`src/rtl/alu_ctrl_pkg.sv`:
```
// Shared types and constants for the registered ALU control stage:
// opcode classes, ALU control codes, R-type funct values and FSM states.
package alu_ctrl_pkg;

  // Opcode class presented by the main control unit.
  typedef enum logic [2:0] {
    OP_ADD   = 3'b000,  // lw / sw address generation
    OP_SUB   = 3'b001,  // beq compare
    OP_RTYPE = 3'b010,  // operation selected by funct
    OP_AND   = 3'b011,  // andi
    OP_OR    = 3'b100,  // ori
    OP_SLT   = 3'b101,  // slti
    OP_LUI   = 3'b110,  // lui
    OP_ILL   = 3'b111   // never generated by a legal instruction
  } alu_op_e;

  // 4-bit control code consumed by the ALU / mult-div unit.
  typedef enum logic [3:0] {
    CTR_AND  = 4'b0000,
    CTR_OR   = 4'b0001,
    CTR_ADD  = 4'b0010,
    CTR_SLL  = 4'b0011,
    CTR_SRL  = 4'b0100,
    CTR_XOR  = 4'b0101,
    CTR_SUB  = 4'b0110,
    CTR_SLT  = 4'b0111,
    CTR_MULT = 4'b1000,
    CTR_DIV  = 4'b1001,
    CTR_LUI  = 4'b1010,
    CTR_NOR  = 4'b1100
  } alu_ctr_e;

  // R-type funct encodings recognised by the decoder.
  localparam logic [5:0] FN_SLL  = 6'b000000;
  localparam logic [5:0] FN_SRL  = 6'b000010;
  localparam logic [5:0] FN_MULT = 6'b011000;
  localparam logic [5:0] FN_DIV  = 6'b011010;
  localparam logic [5:0] FN_ADD  = 6'b100000;
  localparam logic [5:0] FN_ADDU = 6'b100001;
  localparam logic [5:0] FN_SUB  = 6'b100010;
  localparam logic [5:0] FN_SUBU = 6'b100011;
  localparam logic [5:0] FN_AND  = 6'b100100;
  localparam logic [5:0] FN_OR   = 6'b100101;
  localparam logic [5:0] FN_XOR  = 6'b100110;
  localparam logic [5:0] FN_NOR  = 6'b100111;
  localparam logic [5:0] FN_SLT  = 6'b101010;

  // Stage occupancy: empty, holding a result, or waiting on mult/div.
  typedef enum logic [1:0] {
    ST_IDLE    = 2'b00,
    ST_FULL    = 2'b01,
    ST_MD_WAIT = 2'b10
  } state_e;

  // Decoded control word for one request.
  typedef struct packed {
    alu_ctr_e ctr;
    logic     illegal;
    logic     is_md;
  } dec_t;

endpackage

```
`src/rtl/alu_ctrl_seq_if.sv`:
```
// Request/response bundle of the ALU control stage. The master side is the
// producer of requests and consumer of results; the slave side is the stage.
interface alu_ctrl_seq_if #(
  parameter int TAG_W = 4
);
  logic             in_valid;
  logic             in_ready;
  logic [2:0]       alu_op;
  logic [5:0]       funct;
  logic [TAG_W-1:0] in_tag;
  logic             flush;
  logic             out_valid;
  logic             out_ready;
  logic [3:0]       alu_ctr;
  logic             illegal;
  logic             md_start;
  logic [TAG_W-1:0] out_tag;

  modport master (
    output in_valid, alu_op, funct, in_tag, flush, out_ready,
    input  in_ready, out_valid, alu_ctr, illegal, md_start, out_tag
  );

  modport slave (
    input  in_valid, alu_op, funct, in_tag, flush, out_ready,
    output in_ready, out_valid, alu_ctr, illegal, md_start, out_tag
  );
endinterface

```
`src/rtl/alu_ctrl_dec.sv`:
```
// Combinational ALU control decoder: {alu_op, funct} -> control code,
// illegal flag and a marker for multi-cycle MULT/DIV operations.
module alu_ctrl_dec
  import alu_ctrl_pkg::*;
(
  input  logic [2:0] alu_op,
  input  logic [5:0] funct,
  output dec_t       dec
);

  // Map the opcode class (and funct for R-type) to a control word.
  always_comb begin
    // NOTE: every output of a combinational block gets a default before any
    // branch, so no path leaves it unassigned and no latch is inferred.
    dec = '{ctr: CTR_ADD, illegal: 1'b0, is_md: 1'b0};
    case (alu_op)
      OP_ADD:  dec.ctr = CTR_ADD;
      OP_SUB:  dec.ctr = CTR_SUB;
      OP_AND:  dec.ctr = CTR_AND;
      OP_OR:   dec.ctr = CTR_OR;
      OP_SLT:  dec.ctr = CTR_SLT;
      OP_LUI:  dec.ctr = CTR_LUI;
      OP_RTYPE: begin
        case (funct)
          FN_ADD, FN_ADDU: dec.ctr = CTR_ADD;
          FN_SUB, FN_SUBU: dec.ctr = CTR_SUB;
          FN_AND:          dec.ctr = CTR_AND;
          FN_OR:           dec.ctr = CTR_OR;
          FN_XOR:          dec.ctr = CTR_XOR;
          FN_NOR:          dec.ctr = CTR_NOR;
          FN_SLT:          dec.ctr = CTR_SLT;
          FN_SLL:          dec.ctr = CTR_SLL;
          FN_SRL:          dec.ctr = CTR_SRL;
          FN_MULT: begin
            dec.ctr   = CTR_MULT;
            dec.is_md = 1'b1;
          end
          FN_DIV: begin
            dec.ctr   = CTR_DIV;
            dec.is_md = 1'b1;
          end
          // Unknown funct: flagged, and the ALU sees a harmless ADD.
          default:         dec.illegal = 1'b1;
        endcase
      end
      // Opcode class 111 is never legal.
      default: dec.illegal = 1'b1;
    endcase
  end

endmodule

```
`src/rtl/alu_ctrl_seq.sv`:
```
// Registered, handshaked ALU control stage. Holds one decoded control word,
// and for MULT/DIV pulses md_start and stays busy for MD_CYCLES cycles before
// presenting the result.
module alu_ctrl_seq
  import alu_ctrl_pkg::*;
#(
  parameter int MD_CYCLES = 32,
  parameter int TAG_W     = 4
) (
  input logic           clk,
  input logic           rst_n,
  alu_ctrl_seq_if.slave bus
);

  localparam int CNT_W = $clog2(MD_CYCLES + 1);
  localparam logic [CNT_W-1:0] CNT_LOAD = CNT_W'(MD_CYCLES - 1);

  if (MD_CYCLES < 1) begin : g_bad_md_cycles
    $error("alu_ctrl_seq: MD_CYCLES must be at least 1");
  end

  state_e           state_q, state_d;
  logic [CNT_W-1:0] cnt_q, cnt_d;
  alu_ctr_e         alu_ctr_q, alu_ctr_d;
  logic             illegal_q, illegal_d;
  logic             md_start_q, md_start_d;
  logic [TAG_W-1:0] out_tag_q, out_tag_d;

  dec_t dec;
  logic accept;

  alu_ctrl_dec u_dec (
    .alu_op (bus.alu_op),
    .funct  (bus.funct),
    .dec    (dec)
  );

  // Handshake signals; in_ready follows out_ready combinationally so a held
  // result can drain and be replaced in the same cycle.
  assign bus.in_ready  = !bus.flush &&
                         (state_q == ST_IDLE || (state_q == ST_FULL && bus.out_ready));
  assign accept        = bus.in_valid && bus.in_ready;
  assign bus.out_valid = (state_q == ST_FULL);
  assign bus.alu_ctr   = alu_ctr_q;
  assign bus.illegal   = illegal_q;
  assign bus.md_start  = md_start_q;
  assign bus.out_tag   = out_tag_q;

  // Next state, busy counter and output word.
  always_comb begin
    state_d    = state_q;
    cnt_d      = cnt_q;
    alu_ctr_d  = alu_ctr_q;
    illegal_d  = illegal_q;
    out_tag_d  = out_tag_q;
    md_start_d = 1'b0;

    case (state_q)
      ST_FULL: begin
        if (bus.out_ready) state_d = ST_IDLE;
      end
      ST_MD_WAIT: begin
        // Counter stops at zero, so it can never wrap.
        if (cnt_q == '0) state_d = ST_FULL;
        else             cnt_d   = cnt_q - 1'b1;
      end
      default: ;
    endcase

    // A new request either starts a fresh occupancy from IDLE or replaces a
    // result draining this cycle.
    if (accept) begin
      alu_ctr_d = dec.ctr;
      illegal_d = dec.illegal;
      out_tag_d = bus.in_tag;
      if (dec.is_md) begin
        state_d    = ST_MD_WAIT;
        cnt_d      = CNT_LOAD;
        md_start_d = 1'b1;
      end else begin
        state_d = ST_FULL;
      end
    end

    // Flush discards whatever is held or in flight.
    if (bus.flush) begin
      state_d    = ST_IDLE;
      cnt_d      = '0;
      md_start_d = 1'b0;
    end
  end

  // State and output registers.
  always_ff @(posedge clk or negedge rst_n) begin
    if (!rst_n) begin
      state_q    <= ST_IDLE;
      cnt_q      <= '0;
      alu_ctr_q  <= CTR_ADD;
      illegal_q  <= 1'b0;
      md_start_q <= 1'b0;
      out_tag_q  <= '0;
    end else begin
      // NOTE: registers use non-blocking assignments so every flop samples
      // the pre-edge value of its inputs regardless of statement order.
      state_q    <= state_d;
      cnt_q      <= cnt_d;
      alu_ctr_q  <= alu_ctr_d;
      illegal_q  <= illegal_d;
      md_start_q <= md_start_d;
      out_tag_q  <= out_tag_d;
    end
  end

endmodule

```
`src/flat_wrapper.sv`:
```
// flat-port wrapper written by rule: the top's interface ports become plain ports
module alu_ctrl_seq_flat import alu_ctrl_pkg::*;
#(
  parameter int MD_CYCLES = 32,
  parameter int TAG_W     = 4
)
  (clk, rst_n, bus_in_valid, bus_alu_op, bus_funct, bus_in_tag, bus_flush, bus_out_ready, bus_in_ready, bus_out_valid, bus_alu_ctr, bus_illegal, bus_md_start, bus_out_tag);
  alu_ctrl_seq_if #(.TAG_W(TAG_W)) bus_i ();
  input logic clk;
  input logic rst_n;
  input wire logic [$bits(bus_i.in_valid)-1:0] bus_in_valid;
  input wire logic [$bits(bus_i.alu_op)-1:0] bus_alu_op;
  input wire logic [$bits(bus_i.funct)-1:0] bus_funct;
  input wire logic [$bits(bus_i.in_tag)-1:0] bus_in_tag;
  input wire logic [$bits(bus_i.flush)-1:0] bus_flush;
  input wire logic [$bits(bus_i.out_ready)-1:0] bus_out_ready;
  output wire logic [$bits(bus_i.in_ready)-1:0] bus_in_ready;
  output wire logic [$bits(bus_i.out_valid)-1:0] bus_out_valid;
  output wire logic [$bits(bus_i.alu_ctr)-1:0] bus_alu_ctr;
  output wire logic [$bits(bus_i.illegal)-1:0] bus_illegal;
  output wire logic [$bits(bus_i.md_start)-1:0] bus_md_start;
  output wire logic [$bits(bus_i.out_tag)-1:0] bus_out_tag;
  assign bus_i.in_valid = bus_in_valid;
  assign bus_i.alu_op = bus_alu_op;
  assign bus_i.funct = bus_funct;
  assign bus_i.in_tag = bus_in_tag;
  assign bus_i.flush = bus_flush;
  assign bus_i.out_ready = bus_out_ready;
  assign bus_in_ready = bus_i.in_ready;
  assign bus_out_valid = bus_i.out_valid;
  assign bus_alu_ctr = bus_i.alu_ctr;
  assign bus_illegal = bus_i.illegal;
  assign bus_md_start = bus_i.md_start;
  assign bus_out_tag = bus_i.out_tag;
  alu_ctrl_seq #(.MD_CYCLES(MD_CYCLES), .TAG_W(TAG_W)) u_core (.clk(clk), .rst_n(rst_n), .bus(bus_i));
endmodule
```
`config.mk`:
```
export PLATFORM = sky130hd
export DESIGN_NAME = alu_ctrl_seq_flat
export DESIGN_NICKNAME = d
export VERILOG_FILES = /design/src/rtl/alu_ctrl_pkg.sv /design/src/rtl/alu_ctrl_seq_if.sv /design/src/rtl/alu_ctrl_dec.sv /design/src/rtl/alu_ctrl_seq.sv /design/src/flat_wrapper.sv
export SDC_FILE = /design/constraint.sdc
export NUM_CORES = 1
export LEC_CHECK = 0
export ABC_CLOCK_PERIOD_IN_PS = 2800
export CORE_UTILIZATION = 50
export DETAILED_ROUTE_END_ITERATION = 8
export MAX_ROUTING_LAYER = met4
export PLACE_DENSITY = 0.91
export SLEW_MARGIN = 20
export SYNTH_ARGS = -nofsm -noshare
export SYNTH_HDL_FRONTEND = slang
export SYNTH_SLANG_ARGS = --single-unit
```
`constraint.sdc`:
```
create_clock -name clk -period 2.8 [get_ports clk]
set_input_delay 0.42 -clock clk [delete_from_list [all_inputs] [get_ports clk]]
set_output_delay 0.42 -clock clk [all_outputs]
set_load 0.05 [all_outputs]
```
* Word level (Yosys, flattened, before mapping) *
Cells that the tools add are included.

word-level totals
  flip-flop bits (word level) = 18
  input bits = 18
  output and inout port bits = 12
  logic and storage cells = 64

operators by class
  add/sub/neg operators = 1
  equality and inequality tests = 22
  mux-type cells = 20
  reductions and logical operators = 15

operators with widths
  kind                                                   count
  == test 6 bit, second input constant                   9
  one-hot mux 4 bit (10 select lines)                    1
  two-way mux 6 bit                                      5
  one-hot mux 4 bit (6 select lines)                     1
  OR reduction 13 bit                                    1
  == test 6 x 5 -> 1 bit, second input constant          2
  logical NOT 6 bit                                      2
  two-way mux 2 bit                                      5
  == test 3 bit, second input constant                   3
  == test 3 x 2 -> 1 bit, second input constant          2
  == test 6 x 2 -> 1 bit, second input constant          1
  two-way mux 1 bit                                      6
  OR reduction 6 bit                                     1
  subtractor 6 x 1 -> 6 bit, second input constant       1
  inequality test 4 x 2 -> 1 bit, second input constant  1
  inequality test 4 x 3 -> 1 bit, second input constant  1
  one-hot mux 2 bit (2 select lines)                     1
  nonzero test 4 bit                                     1
  OR reduction 2 bit                                     2
  == test 3 x 1 -> 1 bit, second input constant          1
  logical AND 1 bit                                      3
  logical NOT 3 bit                                      1
  AND reduction 3 bit                                    1
  == test 2 x 1 -> 1 bit, second input constant          1
  5 further kinds                                        5

* Depth between registers and ports, before layout *
Gate-level depths: netlist of the first run.

  depth in word-level cells = 7
  mapped depth = 7

* Hierarchy *
Synthesis of the first run repeated with hierarchy kept, for this count alone.

second synthesis, totals
  cells, all modules = 104
  area, all modules = 1,079.8 µm²

by module, submodules not included
  module        instances  cells each  area an instance (µm²)  sequential area each (µm²)
  alu_ctrl_seq  1          68          843.3                   451.7
  alu_ctrl_dec  1          36          236.5                   0.0

* Worst setup path before layout of the first run *
No wires, ideal clock.

  path kind = input port to flip-flop
  start point = input bus_flush
  end point = register u_core.alu_ctr_q[0], in the netlist u_core.bus.alu_ctr[0]
  library setup time = 126 ps
  arrival time = 2,559 ps
  required time = 2,674 ps
  setup slack = 115 ps
  cell stages on the path = 4
  buffers on the path = 1
  cells stage by stage = clkbuf_2 > a211oi_1 > nand2_2 > a221o_1

on the way
  word-level cells in the longest chain between the ends = 3

ends and longest elaborated chain
  item                    line                 text
  from (decl)             flat_wrapper.sv:15   input wire logic [$bits(bus_i.flush)-1:0] bus_flush;
  logical NOT 1 bit       alu_ctrl_seq.sv:40   assign bus.in_ready = !bus.flush &&
  logical AND 1 bit       alu_ctrl_seq.sv:40
  named net bus_in_ready  flat_wrapper.sv:17   output wire logic [$bits(bus_i.in_ready)-1:0] bus_in_ready;
  logical AND 1 bit       alu_ctrl_seq.sv:42   assign accept = bus.in_valid && bus.in_ready;
  to (signal assigned)    alu_ctrl_seq.sv:107  alu_ctr_q <= alu_ctr_d;
  to (decl)               alu_ctrl_seq.sv:24   alu_ctr_e alu_ctr_q, alu_ctr_d;

The timed path passes the listed nets, and every way through them passes these cells.
A chain may end at the register's enable or synchronous reset.

* Final worst setup path of the first run *
  start point = register u_core.state_q[0]
  end point = output bus_out_valid

on the way
  word-level cells in the longest chain between the ends = 1

ends and longest elaborated chain
  item                    line                 text
  from (decl)             alu_ctrl_seq.sv:22   state_e state_q, state_d;
  from (signal assigned)  alu_ctrl_seq.sv:105  state_q <= state_d;
  == test 2 x 1 -> 1 bit  alu_ctrl_seq.sv:43   assign bus.out_valid = (state_q == ST_FULL);
  to (decl)               flat_wrapper.sv:18   output wire logic [$bits(bus_i.out_valid)-1:0] bus_out_valid;

No other way between the ends.

==> results.sh, run 1 <==
export IMPL_status="finished clean"
export IMPL_cp_start_kind="register"
export IMPL_tightest_slew_ns=0.773
export IMPL_netlist_area_um2=1150
export IMPL_maxCapViolations=0
export IMPL_htreeDepth=1
export IMPL_setup_tns_ns=0
export IMPL_post_dp_cell_area_um2=1450
export IMPL_ios=30
export IMPL_setup_violations=0
export IMPL_drive_above_1_share=0.0949
export IMPL_synth_edf_count=0
export IMPL_routabilityCongestion=0.839
export IMPL_vias=1027
export IMPL_maxSlewViolCount=0
export IMPL_cp_slowest_cell="clkdlybuf4s50_1"
export IMPL_whs_ns=0.498
export IMPL_cts_max_path_buffers=2
export IMPL_drc_errors=0
export IMPL_r2r_setup_slack_ns=1.02
export IMPL_path_clk_slew_ns=0.10
export IMPL_drtAntennaViolNets=0
export IMPL_clock_latency_ns=0.28
export IMPL_cts_tree="built"
export IMPL_dr_first_iter_drc_count=19
export IMPL_fmax_mhz=429
export IMPL_worstSetupEndpointType="output port"
export IMPL_path_max_fanout=6
export IMPL_synthFlopType="dfrtp_1"
export IMPL_hold_class="register to register"
export IMPL_postSynthCellCount=129
export IMPL_root_buffer="clkbuf_4"
export IMPL_drt_pass1_iterations=4
export IMPL_leakagePower_nw=0.665
export IMPL_final_hold_viol_count=0
export IMPL_yosys_area_top_type_share=0.369
export IMPL_grt_ovfl_total=0
export IMPL_post_dp_hpwl_mm=2.04
export IMPL_final_nets=179
export IMPL_track_usage=0.234
export IMPL_yosysSeqAreaShare=0.392
export IMPL_wl_met1_mm=1.07
export IMPL_cts_made_buffers=3
export IMPL_ctsHoldBuffers=0
export IMPL_syn2layout_area_growth_pct=28.6
export IMPL_route_met3_wl_um=52
export IMPL_fp_row_count=17
export IMPL_wl_mm=2.54
export IMPL_period_minus_slack_ns=2.33
export IMPL_numPortBuffers=29
export IMPL_async_flop_share=1.00
export IMPL_yosysWarnings=0
export IMPL_die_w_um=50.0
export IMPL_final_cell_mix="nand2_1 (28), clkdlybuf4s50_1 (28), dfrtp_1 (17)"
export IMPL_ys_ff_latch=18
export IMPL_chipHeight_um=50.0
export IMPL_grt_setup_unrepaired="no"
export IMPL_grt_pass1_vias=1030
export IMPL_dr_wl_met2_mm=1.41
export IMPL_viasPerCell=5.52
export IMPL_synth_area_leaders="dfrtp_1 (37%), nand2_1 (9.1%), nor2_1 (3.3%), o21ai_0 (3.0%), xnor2_1 (3.0%)"
export IMPL_grt_pass1_wl_mm=4.44
export IMPL_highest_layer="met4"
export IMPL_wl_per_cell_um=13.7
export IMPL_num_antenna_cells=0
export IMPL_fillers=178
export IMPL_critPathRequiredTime_ns=2.38
export IMPL_power_density_nw_per_um2=465
export IMPL_fin_area_um2=1480
export IMPL_cts_sinks=18
export IMPL_syn_num_nets=149
export IMPL_ir_drop_uv=256
export IMPL_grt_max_degree=19
export IMPL_synth_largest_area_cell="dfrtp_1"
export IMPL_post_cts_setup_buffers=0
export IMPL_antenna_found_initial=0
export IMPL_finClkSkew_ns=0.00441
export IMPL_fin_crit_sh=0.832
export IMPL_start_util=0.527
export IMPL_avgSynthCellArea_um2=8.94
export IMPL_synth_distinct_cells=44
export IMPL_path_cells="inv_1, nor2_1, clkdlybuf4s50_1"
export IMPL_crit_type="register to output port"
export IMPL_fp_dieArea_um2=2500
export IMPL_design_core_area_um2=2190
export IMPL_arrival_ns=1.91
export IMPL_cts_resized=0
export IMPL_max_slew_margin=0.483
export IMPL_slowest_delay_ns=0.84
[registers in the layout, indices dropped and copies added, names as in the netlist]
name	cells
u_core.state_q	2
u_core.cnt_q	6
u_core.bus.illegal	1
u_core.bus.alu_ctr	4
u_core.bus.md_start	1
u_core.bus.out_tag	4
[Yosys cell counts, types with 2 or more instances]
cell and n:
nor2_1 10, inv_1 8, dfrtp_1 17, a211oi_1 2, o21ai_0 7, nor3_1 5
a21oi_1 4, mux2i_1 2, xor2_1 2, xnor2_1 4, nand3_1 2, ha_1 2
nand2_1 28, buf_6 2, nor4_2 2, nand2b_1 3, a31oi_1 2
[through the flow]
step / instances / setup slack [ns] / util / power, mW
after floorplan: 129 / 0.115 / - / 0.447
after global placement: 182 / 0.506 / 0.661 / 0.533
after detailed placement: 182 / 0.483 / 0.661 / 0.539
after CTS: 186 / 0.450 / 0.677 / 0.697
after global routing: 186 / 0.334 / 0.677 / 0.725
final: 186 / 0.469 / 0.677 / 0.690
[logic make-up (layout without fill, tap and decap cells)]
logic type	after synthesis	count (layout)	synth area share
AO/OA/AOI/OAI	26	26	0.181
adder cells (fa/ha/maj)	2	2	0.0217
buffers and inverters	13	42	0.0683
flip-flops	18	18	0.392
AND/OR/NAND/NOR	62	62	0.274
XOR/XNOR	6	6	0.0456
multiplexers	2	2	0.0174
[report_power, final]
group | total [mW] | internal (mW) | switching, mW
Combinational | 0.235 | 0.0908 | 0.144
Sequential | 0.299 | 0.283 | 0.0154
Clock | 0.157 | 0.0791 | 0.0775
Total | 0.690 | 0.453 | 0.237
[worst max-delay path, delay by kind of cell (launching register included)]
family | cells | cell delay [ns]
AND/OR/NAND/NOR | 1 | 0.21
flip-flops | 1 | 0.48
buffers and inverters | 2 | 0.93
[worst paths after layout]
path | end | depth (start not counted) | startpoint
min in group asynchronous | u_core.cnt_q[0] | 1 | rst_n
worst min-delay path | u_core.bus.alu_ctr[3] | 2 | u_core.bus.alu_ctr[3]
max in group asynchronous | u_core.cnt_q[3] | 1 | rst_n
worst max-delay path | bus_out_valid | 3 | u_core.state_q[0]
worst max register to register | u_core.cnt_q[4] | 7 | u_core.cnt_q[0]
worst min register to register | u_core.bus.alu_ctr[3] | 2 | u_core.bus.alu_ctr[3]
[area by class of cell]
type                            instances  area, um^2  share of cell area
Tap cell                               28        35.0              0.0236
Multi-Input combinational cell         98         623               0.420
Clock buffer                            4        36.3              0.0245
Sequential cell                        18         452               0.304
Timing Repair Buffer                   30         308               0.207
Inverter                                8        30.0              0.0202
[routing by layer]
metal | global-route usage | vias up
met2 | 0.431 | 21
met3 | 0.0340 | 2
met1 | 0.256 | 492
met5 | - | -
met4 | 0.0667 | 0
li1 | - | 512
No activity file was read; power rests on OpenSTA's default activity.
==> run 2, diff against run 1 <==
- ABC_CLOCK_PERIOD_IN_PS: 2800 -> 2400
- CORE_UTILIZATION: 50 -> 48
- PLACE_DENSITY: 0.91 -> 0.88
- clock period: 2.8 -> 2.4 ns (I/O delays scaled with it)
==> run 2 against run 1 <==
  * Worst hold slack got worse by 0.0089 ns
  * Clock power up 16%
  * Total power grew 17%
  * Sequential share of layout area down 0.15 points
  * Final cell count unchanged
  * Critical path type unchanged
  * Largest cell class unchanged
  * Largest power group unchanged
  * Highest routed layer unchanged
==> results.sh, run 2 (synthesis results as in run 1) <==
export IMPL_fp_dieArea_um2=2600
export IMPL_highest_layer="met4"
export IMPL_arrival_ns=1.66
export IMPL_path_clk_slew_ns=0.10
export IMPL_reg2reg_depth=7
export IMPL_hold_class="register to register"
export IMPL_drive_above_1_share=0.101
export IMPL_final_common_cell="nand2_1"
export IMPL_critPathRequiredTime_ns=2.04
export IMPL_clock_latency_ns=0.29
export IMPL_finClkSkew_ns=0.00289
export IMPL_ios=30
export IMPL_routabilityCongestion=0.895
export IMPL_drtAntennaViolNets=0
export IMPL_final_hold_viol_count=0
export IMPL_numPortBuffers=29
export IMPL_vias=1059
export IMPL_root_buffer="clkbuf_4"
export IMPL_wl_met1_mm=1.09
export IMPL_grt_setup_unrepaired="no"
export IMPL_min_from="u_core.bus.out_tag[2]"
export IMPL_crit_type="register to output port"
export IMPL_antenna_found_initial=0
export IMPL_power_mw=0.807
export IMPL_r2r_start="u_core.cnt_q[0]"
export IMPL_die_w_um=51.0
export IMPL_cp_slowest_cell="clkdlybuf4s50_1"
export IMPL_htreeDepth=1
export IMPL_wl_per_cell_um=14.4
export IMPL_r2r_setup_slack_ns=0.57
export IMPL_crit_start="u_core.bus.alu_ctr[1]"
export IMPL_dr_wl_met2_mm=1.45
export IMPL_cp_num_buf_inv=1
export IMPL_hold_end="u_core.bus.out_tag[2]"
export IMPL_largest_reg_flops=6
export IMPL_final_cell_mix="nand2_1 (28), clkdlybuf4s50_1 (27), dfrtp_1 (17)"
export IMPL_setup_ws_ns=0.385
export IMPL_grt_ovfl_total=0
export IMPL_path_cells="clkdlybuf4s50_1"
export IMPL_worstSetupEndpointType="output port"
export IMPL_setup_tns_ns=0
export IMPL_leakagePower_nw=0.680
export IMPL_fp_row_count=17
export IMPL_design_core_area_um2=2230
export IMPL_path_max_fanout=2
export IMPL_largest_register="u_core.cnt_q"
export IMPL_post_cts_setup_buffers=0
export IMPL_dr_first_iter_drc_count=15
export IMPL_power_density_nw_per_um2=541
export IMPL_chipHeight_um=51.0
export IMPL_drt_pass1_iterations=4
export IMPL_setup_violations=0
export IMPL_grt_max_degree=19
export IMPL_status="finished clean"
export IMPL_route_met3_wl_um=59
export IMPL_detailedPlace_worstSlack_ns=0.301
export IMPL_cts_made_buffers=3
export IMPL_wl_mm=2.68
export IMPL_period_minus_slack_ns=2.02
export IMPL_syn2layout_area_growth_pct=29.3
export IMPL_drc_errors=0
export IMPL_slowest_delay_ns=0.81
export IMPL_grt_pass1_wl_mm=4.18
export IMPL_min_path_cells=2
export IMPL_maxSlewViolCount=0
export IMPL_cp_start_kind="register"
export IMPL_post_dp_hpwl_mm=2.12
export IMPL_track_usage=0.226
export IMPL_start_util=0.517
export IMPL_tightest_slew_ns=0.782
export IMPL_num_antenna_cells=0
export IMPL_maxCapViolations=0
export IMPL_cts_max_path_buffers=2
export IMPL_final_util=0.668
export IMPL_grt_pass1_vias=978
export IMPL_fmax_mhz=496
export IMPL_cts_tree="built"
export IMPL_fin_crit_sh=0.840
export IMPL_viasPerCell=5.69
export IMPL_path_delay_family="buffers and inverters"
export IMPL_cts_sinks=18
export IMPL_ir_drop_uv=347
export IMPL_r2r_end="u_core.cnt_q[4]"
export IMPL_max_slew_margin=0.477
export IMPL_final_nets=179
==> run 2: cell types whose count changed in the layout (fill, tap and decap cells not counted), sizes merged <==
cell	change
clkdlybuf4s50	-1
dlymetal6s2s	+1
==> run 2: metal layers <==
metal,up-vias,global-route usage
li1,518,-
met1,503,0.238
met2,28,0.401
met3,10,0.0298
met4,0,0.130
met5,-,-
==> run 2: area by class of cell <==
type / instances / area, um^2
flip-flops and latches: 18 / 452
fillers: 187 / 742
inverters: 8 / 30.0
repair buffers: 30 / 310
multi-input cells: 98 / 628
well taps: 28 / 35.0
clock buffers: 4 / 36.3
==> run 2: worst max path at each step <==
| stage | depth (start not counted) | endpoint |
|---|---|---|
| floorplan | 4 | u_core.bus.alu_ctr[0] |
| global route | 1 | bus_alu_ctr[1] |
| CTS | 3 | bus_out_valid |
| detailed placement | 4 | u_core.bus.alu_ctr[0] |
| global placement | 4 | u_core.bus.alu_ctr[0] |
| finish | 1 | bus_alu_ctr[1] |
==> run 2: through the flow <==
step | hold slack [ns] | area [um^2] | instances
finish | 0.489 | 1490 | 186
global route | 0.527 | 1490 | 186
floorplan | 0.0644 | 1160 | 129
detailed placement | 0.470 | 1450 | 182
global placement | 0.458 | 1450 | 182
CTS | 0.497 | 1490 | 186
==> run 2: where the power goes <==
part	internal [mW]	switching [mW]	total [mW]
sequential	0.330	0.0178	0.348
combinational	0.106	0.170	0.277
clock	0.0925	0.0898	0.182
==> run 2: what timing repair did <==
item | 4_1_cts | 5_1_grt
hold buffers | 0 | 0
endpoints found under the setup margin | 0 | 1
resized for setup | 0 | 1
==> run 3, diff against run 2 <==
- ABC_CLOCK_PERIOD_IN_PS: 2400 -> 2000
- clock period: 2.4 -> 2 ns (I/O delays scaled with it)
==> run 3 against run 2 <==
  * Clock power rose by 25%
  * Via count did not move
  * Cell area rose by 3.2%
  * Combinational power rose by 23%
  * Routed wire length fell by 2.1%
  * Count of clock-buffer cells in the layout did not move
  * Total power rose by 22%
  * Non-clock buffer count rose by 7
  * Setup slack got worse by 0.32 ns
==> results.sh, run 3 (synthesis results as in run 1) <==
export IMPL_drtAntennaViolNets=0
export IMPL_final_nets=186
export IMPL_maxSlewViolCount=0
export IMPL_path_cells="clkdlybuf4s50_1"
export IMPL_dr_first_iter_drc_count=27
export IMPL_final_hold_viol_count=0
export IMPL_swShare=0.346
export IMPL_final_cell_mix="nand2_1 (28), clkdlybuf4s50_1 (27), dfrtp_1 (17)"
export IMPL_grt_pass1_wl_mm=4.51
export IMPL_numPortBuffers=29
export IMPL_critPathRequiredTime_ns=1.70
export IMPL_finClkSkew_ns=0.000810
export IMPL_post_dp_cell_area_um2=1500
export IMPL_fin_area_um2=1540
export IMPL_slowest_delay_ns=0.80
export IMPL_power_mw=0.985
export IMPL_multi_input_area_um2=628
export IMPL_clock_latency_ns=0.30
export IMPL_wl_per_cell_um=13.6
export IMPL_register_area_um2=452
export IMPL_fp_row_count=17
export IMPL_setup_tns_ns=0
export IMPL_seq_power_share=0.422
export IMPL_cts_made_buffers=3
export IMPL_drive_above_1_share=0.145
export IMPL_post_dp_hpwl_mm=2.11
export IMPL_syn2layout_area_growth_pct=33.4
export IMPL_root_buffer="clkbuf_4"
export IMPL_period_minus_slack_ns=1.94
export IMPL_cp_num_buf_inv=1
export IMPL_routabilityCongestion=0.866
export IMPL_chipHeight_um=51.0
export IMPL_hold_class="input port to async pin"
export IMPL_grt_ovfl_total=0
export IMPL_arrival_ns=1.64
export IMPL_status="finished clean"
export IMPL_worstSetupEndpointType="output port"
export IMPL_path_clk_slew_ns=0.10
export IMPL_antenna_found_initial=0
export IMPL_track_usage=0.241
export IMPL_fin_crit_sh=0.970
export IMPL_setup_violations=0
export IMPL_vias=1059
export IMPL_viasPerCell=5.49
export IMPL_p_switching_mw=0.341
export IMPL_htreeDepth=1
export IMPL_setup_ws_ns=0.0598
export IMPL_cts_resized=0
export IMPL_final_common_cell="nand2_1"
export IMPL_ir_drop_uv=601
export IMPL_intPower_mw=0.644
export IMPL_ctsHoldBuffers=0
export IMPL_design_core_area_um2=2230
export IMPL_largest_register="u_core.cnt_q"
export IMPL_tightest_slew_ns=0.516
export IMPL_path_max_fanout=2
export IMPL_power_density_nw_per_um2=640
export IMPL_grt_pass1_vias=1046
export IMPL_crit_type="register to output port"
export IMPL_max_slew_margin=0.655
export IMPL_drt_pass1_iterations=4
export IMPL_cp_start_kind="register"
export IMPL_start_util=0.517
export IMPL_pwr_share_clk=0.232
export IMPL_cts_max_path_buffers=2
export IMPL_cts_sinks=18
export IMPL_maxCapViolations=0
export IMPL_post_cts_setup_buffers=0
export IMPL_path_delay_family="buffers and inverters"
export IMPL_leakagePower_nw=0.701
export IMPL_fmax_mhz=515
export IMPL_largest_reg_flops=6
export IMPL_grt_setup_unrepaired="no"
export IMPL_grt_max_degree=19
export IMPL_fillers=183
export IMPL_final_util=0.689
export IMPL_cts_tree="built"
export IMPL_wl_mm=2.63
export IMPL_die_w_um=51.0
export IMPL_detailedPlace_worstSlack_ns=-0.00426
export IMPL_fp_dieArea_um2=2600
export IMPL_num_antenna_cells=0
export IMPL_power_share_combinational=0.346
export IMPL_cp_slowest_cell="clkdlybuf4s50_1"
export IMPL_drc_errors=0
export IMPL_ios=30
run 3: area by class of cell:
type,count,area share
clock buffers,4,0.0236
inverters,8,0.0195
repair buffers,37,0.233
flip-flops and latches,18,0.293
multi-input cells,98,0.408
well taps,28,0.0228
run 3: power groups by stage:
| stage | sequential (mW) | clock, mW | combinational [mW] |
|---|---|---|---|
| 2_1_floorplan | 0.521 | 0 | 0.106 |
| 5_1_grt | 0.420 | 0.247 | 0.363 |
| 6_report | 0.416 | 0.228 | 0.341 |
| 3_3_place_gp | 0.422 | 0 | 0.337 |
| 4_1_cts | 0.415 | 0.234 | 0.343 |
| 3_5_place_dp | 0.422 | 0 | 0.343 |
run 3: per-layer routing:
| metal | up-vias | global-route usage | wire length (um) |
|---|---|---|---|
| li1 | 534 | - | - |
| met1 | 491 | 0.282 | 1110 |
| met2 | 28 | 0.386 | 1360 |
| met3 | 6 | 0.0387 | 91 |
| met4 | 0 | 0.148 | 64 |
| met5 | - | - | 0 |
run 3: stage by stage:
stage / hold slack, ns / std cells
2_1_floorplan: 0.00441 / 129
3_3_place_gp: 0.457 / 189
3_5_place_dp: 0.466 / 189
4_1_cts: 0.312 / 193
5_1_grt: 0.317 / 193
6_report: 0.314 / 193
run 3: path summary, 6_finish.rpt:
check                                   endpoint                  start  cells after the start  slack [ns]
hold reg to reg            u_core.bus.out_tag[1]  u_core.bus.out_tag[1]                      2        0.49
hold / removal                   u_core.cnt_q[0]                  rst_n                      2        0.31
max in group asynchronous  u_core.bus.alu_ctr[1]                  rst_n                      2        1.43
setup reg to reg                 u_core.cnt_q[4]        u_core.cnt_q[0]                      7        0.19
setup / recovery                  bus_alu_ctr[1]  u_core.bus.alu_ctr[1]                      1        0.06
min in group clk           u_core.bus.out_tag[1]  u_core.bus.out_tag[1]                      2        0.49
